$ cat src/rtl/bcd_updown_counter.sv
// Multi-digit BCD up/down counter with load clamp, cascade tc and wrap/load_err pulses.
// Define BCD_COUNTER_SAT_EN to saturate at the limits instead of wrapping.
module bcd_updown_counter #(
    parameter int                  DIGITS    = 2,
    parameter logic [4*DIGITS-1:0] RESET_VAL = '0
) (
    input  logic                clock,
    input  logic                clear,
    input  logic                en,
    input  logic                up,
    input  logic                load,
    input  logic [4*DIGITS-1:0] load_val,
    output logic [4*DIGITS-1:0] count,
    output logic                tc,
    output logic                wrap,
    output logic                load_err
);

    for (genvar g = 0; g < DIGITS; g++) begin : g_rst_chk
        if (RESET_VAL[4*g +: 4] > 4'd9) begin : g_bad
            $error("RESET_VAL nibble %0d is not a BCD digit", g);
        end
    end

    logic [4*DIGITS-1:0] r_count;
    logic                r_wrap;
    logic                r_load_err;

    logic [DIGITS:0]     w_step;
    logic                w_limit;
    logic [4*DIGITS-1:0] w_cnt_nxt;
    logic [4*DIGITS-1:0] w_load_nxt;
    logic                w_load_bad;

    // w_step[i] is the carry/borrow into digit i; w_step[DIGITS] means all 9s / all 0s
    always_comb begin
        w_step     = '0;
        w_step[0]  = 1'b1;
        w_cnt_nxt  = r_count;
        w_load_nxt = '0;
        w_load_bad = 1'b0;
        for (int i = 0; i < DIGITS; i++) begin
            w_step[i+1] = w_step[i] & (up ? (r_count[4*i +: 4] == 4'd9)
                                          : (r_count[4*i +: 4] == 4'd0));
            if (w_step[i]) begin
                if (up)
                    w_cnt_nxt[4*i +: 4] = (r_count[4*i +: 4] == 4'd9) ? 4'd0
                                        : r_count[4*i +: 4] + 4'd1;
                else
                    w_cnt_nxt[4*i +: 4] = (r_count[4*i +: 4] == 4'd0) ? 4'd9
                                        : r_count[4*i +: 4] - 4'd1;
            end
            if (load_val[4*i +: 4] > 4'd9) begin
                w_load_nxt[4*i +: 4] = 4'd9;
                w_load_bad           = 1'b1;
            end else begin
                w_load_nxt[4*i +: 4] = load_val[4*i +: 4];
            end
        end
    end

    assign w_limit = w_step[DIGITS];

    always_ff @(posedge clock or posedge clear) begin
        if (clear) begin
            r_count    <= RESET_VAL;
            r_wrap     <= 1'b0;
            r_load_err <= 1'b0;
        end else begin
            r_wrap     <= 1'b0;
            r_load_err <= 1'b0;
            if (load) begin
                r_count    <= w_load_nxt;
                r_load_err <= w_load_bad;
            end else if (en) begin
`ifdef BCD_COUNTER_SAT_EN
                if (!w_limit)
                    r_count <= w_cnt_nxt;
`else
                r_count <= w_cnt_nxt;
                r_wrap  <= w_limit;
`endif
            end
        end
    end

    assign count    = r_count;
    assign tc       = en & ~load & w_limit;
    assign wrap     = r_wrap;
    assign load_err = r_load_err;

endmodule

$ cat config.mk
export PLATFORM = sky130hd
export DESIGN_NAME = bcd_updown_counter
export DESIGN_NICKNAME = d
export VERILOG_FILES = /design/src/rtl/bcd_updown_counter.sv
export SDC_FILE = /design/constraint.sdc
export NUM_CORES = 1
export LEC_CHECK = 0
export ABC_AREA = 1
export CAP_MARGIN = 10
export CORE_MARGIN = 3
export CORE_UTILIZATION = 50
export DETAILED_ROUTE_END_ITERATION = 10
export PLACE_DENSITY_LB_ADDON = 0.3
export SLEW_MARGIN = 30
export SYNTH_ARGS = -nofsm -noshare
export SYNTH_HDL_FRONTEND = slang
export SYNTH_SLANG_ARGS = --single-unit
$ cat constraint.sdc
create_clock -name clock -period 2.72 [get_ports clock]
set_input_delay 0.272 -clock clock [delete_from_list [all_inputs] [get_ports clock]]
set_output_delay 0.272 -clock clock [all_outputs]
set_load 0.1 [all_outputs]
**After elaboration in Yosys (flattened, before gate mapping)**

Index checks and enable logic that the tools add are counted.

- Register bits: 10
- Input bits: 13
- Output and inout port bits: 11
- Word-level logic and storage cells: 39

- Add/subtract/negate cells: 4
- Order comparisons: 2
- Eq/ne operators: 2
- Multiplexer cells: 18
- Bitwise gates (word level): 4
- Reduce and logical (&&, ||, !) cells: 5

Operators by type and width:

| operator | count |
|---|---|
| $mux 4 | 9 |
| $mux 8 | 2 |
| $add 4x1->4 const B | 2 |
| $eq 4x4->1 const B | 2 |
| $gt 4x4->1 const B | 2 |
| $logic_not 4->1 | 2 |
| $sub 4x1->4 const B | 2 |
| $mux 1 | 7 |
| $reduce_bool 2->1 | 2 |
| $and 1x1->1 | 3 |
| $reduce_and 2->1 | 1 |
| $not 1->1 | 1 |

**Logic depth before layout (Yosys ltp)**

- Depth after elaboration: 6
- Depth in mapped cells: 10
- Gate-level depth less buffers: 10

**Worst setup path after synthesis**

Ideal clock, no wire load.

- Path kind: register -> output
- From: register r_count[0], in the netlist count[0]
- To: output tc
- Arrival time: 3.489 ns
- Required time: 2.448 ns
- Path slack: -1.041 ns
- Cell stages (with the launch flop): 5
- Cells stage by stage: dfrtp_1 nand4_1 nand2_1 nand3_4 nor3_1

- Cells in the longest elaborated chain, start to end: 4

Ends and longest elaborated chain:

| element | RTL line | text |
|---|---|---|
| from (decl) | 25 | `logic [4*DIGITS-1:0] r_count;` |
| from (signal assigned) | 73 | `r_count <= w_load_nxt;` |
| from (signal assigned) | 80 | `r_count <= w_cnt_nxt;` |
| $eq 4x4->1 or $logic_not 4->1 (tied branches) | 43, 44 |  |
| $mux 1 (*) | 43 | `w_step[i+1] = w_step[i] & (up ? (r_count[4*i +: 4] == 4'd9)` |
| $and 1x1->1 (*) | 43 |  |
| $and 1x1->1 (*) | 88 | `assign tc = en & ~load & w_limit;` |
| to (decl) | 14 | `output logic tc,` |

Mark *: on every way between the ends. The rest lies on a longest branch, timed or not.

**Worst setup path in the final report**

- From: input up
- To: output tc

- Cells in the longest elaborated chain, start to end: 3

Ends and longest elaborated chain:

| element | RTL line | text |
|---|---|---|
| from (decl) | 10 | `input logic up,` |
| $mux 1 | 43 |  |
| $and 1x1->1 (*) | 43 |  |
| $and 1x1->1 (*) | 88 |  |

Marks and branches as above.

==> flow_metrics.tcl <==
set metrics [dict create \
    cts.repair.resized 0 \
    async_reset_ff_share_pct 100 \
    cts_tree "yes" \
    yosys_warnings 0 \
    hold_viol 0 \
    start_util_pct 53.8 \
    setup_viol_count_final 0 \
    cts_inserted_buffers 3 \
    cts_hold_buf 0 \
    ios 24 \
    period_share_pct 71.9 \
    yosysMostFrequentCell "nand2_1" \
    clock_path_buffers 2 \
    clk-insertion-delay-late_ns 0.26 \
    required_ns 2.45 \
    syn_avg_cell_area_um2 6.33 \
    rsz0062_at_grt "no" \
    antenna_found_initial 0 \
    post-cts-setup-buffers 0 \
    cpPeakStageDelay_ns 0.68 \
    grt_overflow_total 0 \
    clkTransAtPathRegs_ns 0.06 \
    worst-path-buf-inv 3 \
    crit_path_cell_trace "clkdlybuf4s50_1, inv_2, nand2_2, nand3_4, nor3_4, buf_12" \
    dieArea_mm2 0.00218 \
    dp_hpwl_um 1560 \
    fin_total_pwr_uw 693 \
    vias 945 \
    first_pass_iters 4 \
    fin_util_pct 69.2 \
    cp.arrival_ns 1.68 \
    fin_nets 169 \
    cts.sinks 10 \
    slew_headroom_pct 72.0 \
    insertedDiodeCount 0 \
    crit_family "buffers and inverters" \
    port_buffers 23 \
    wl_um 1970 \
    seq_area_um2 250 \
    worstSetupEndpointType "output pin" \
    drc 0 \
    setup_tns_ns 0 \
    synthCells 131 \
    grt_max_degree 14 \
    via_per_inst 5.56 \
    crit_type "in -> out" \
    synth_nets 144 \
    die_h_um 46.7 \
    place_area_mm2 0.00104 \
    synth_common_cells "49 x nand2_1, 15 x nand3_1, 12 x inv_1, 10 x dfrtp_1, 8 x nor2_1" \
    drive_gt1_share_pct 16.2 \
    synthDistinctLibCells 23 \
    slowest_stage "clkdlybuf4s50_1" \
    htreeDepth 1 \
    gr-usage-all-layers_pct 21.3 \
    root_buffer "clkbuf_4" \
    worst_slew_pin_slew_ns 0.420 \
    die_w_um 46.7 \
    leakage_nw 0.561 \
    grt_pass1_vias 810 \
    peakVddDrop_v 0.000514 \
    multi_input_area_um2 498 \
    coreArea_mm2 0.00154 \
    grt_pass1_wl_um 3390 \
    syn_area_um2 830 \
    finalCriticalPeriod_ns 1.96 \
    drt-initial-drc-count 36 \
    status "finished clean" \
    crit_fanout 10 \
    cap_violations 0 \
    synth_top_area_share_pct 30.2 \
    fp-row-count 14 \
    routedWlPerCell_um 11.6 \
    cp-start-kind "primary input" \
    gp_congestion 0.891 \
    hp-class "in -> async" \
    fmax_mhz 511 \
    powerDensity_mw_per_mm2 651 \
    area_delta_synth_final_pct 28.5 \
    yosysSeqAreaShare_pct 30.2 \
    drtAntennaViolNets 0 \
    finalInstanceArea_mm2 0.00107 \
    fill_cells 123 \
    finClkSkew_ns 0.00154 \
    yosys_most_used_dff "dfrtp_1" \
    ys_top_cells_by_area "dfrtp_1 30%, nand2_1 22%, nand3_1 9.0%" \
    finalMaxSlewViolations 0 \
    ys_ff_latch 10 \
    yosys.area.top_type "dfrtp_1" \
    synth_edf_count 0 \
]
## metal layers
metal	track usage [%]	vias to the layer above	part of all wire (%)
li1	-	477	-
met1	27.9	427	42
met2	33.2	34	48
met3	6.13	7	7.0
met4	8.29	0	2.7
met5	0	-	0
## worst reg2reg max path, stage by stage, from the launching register on
cell     delay [ns]
dfrtp_1        0.44
inv_1          0.14
nand3_1        0.11
nand2_1        0.07
nand2_1        0.12
o21ai_1        0.11
nand2_1        0.07
nand3_1        0.06
nand2_1        0.06
## sequential cells by signal (all words and copies together) (netlist names)
register  flops
count         8
load_err      1
wrap          1
## power breakdown
group	switching [mW]	internal [mW]
registers	0.0392	0.170
clock network	0.0428	0.0507
logic	0.288	0.103
## path summary, 6_finish.rpt
| kind | from | cells past startpoint | end | slack, ns |
|---|---|---|---|---|
| max in group asynchronous | clear | 2 | count[4] | 2.15 |
| worst max register to register | count[6] | 8 | count[7] | 1.42 |
| min in group clock | count[6] | 2 | count[6] | 0.64 |
| worst min-delay path | clear | 2 | count[1] | 0.30 |
| worst min register to register | count[6] | 2 | count[6] | 0.64 |
| worst max-delay path | up | 6 | tc | 0.76 |
## layout by cell type, fill, tap and decap left out, types with 2 or more instances in the layout
| cell | netlist | final |
|---|---|---|
| a31oi_1 | 2 | 2 |
| a21oi_1 | 6 | 6 |
| nand2_1 | 49 | 49 |
| nor2_1 | 8 | 8 |
| dfrtp_1 | 10 | 10 |
| buf_4 | 0 | 10 |
| clkdlybuf4s50_1 | 0 | 12 |
| o21ai_1 | 4 | 4 |
| nand3_1 | 15 | 15 |
| inv_1 | 12 | 12 |
| inv_2 | 4 | 4 |
| nand4_1 | 2 | 2 |
| o21ai_0 | 5 | 5 |
| clkbuf_4 | 0 | 3 |
## metrics by stage
step	instances	hold slack, ns	worst slack (ns)
2_1_floorplan	131	0.112	0.236
3_3_place_gp	167	0.564	0.780
3_5_place_dp	167	0.590	0.761
4_1_cts	170	0.307	0.750
5_1_grt	170	0.326	0.673
6_report	170	0.301	0.764
## cell families after synthesis
logic type,count (synthesis),share of synthesized area [%]
compound gates,20,13.4
buf+inv,19,11.2
flops,10,30.2
simple gates,82,45.3
## cell type report
| cell class | count | share of cell area (%) |
|---|---|---|
| Tap cell | 16 | 1.88 |
| Sequential cell | 10 | 23.5 |
| Inverter | 16 | 5.63 |
| Clock buffer | 3 | 2.11 |
| Multi-Input combinational cell | 102 | 46.7 |
| Timing Repair Buffer | 23 | 20.2 |
No activity file was read; power rests on OpenSTA's default activity.
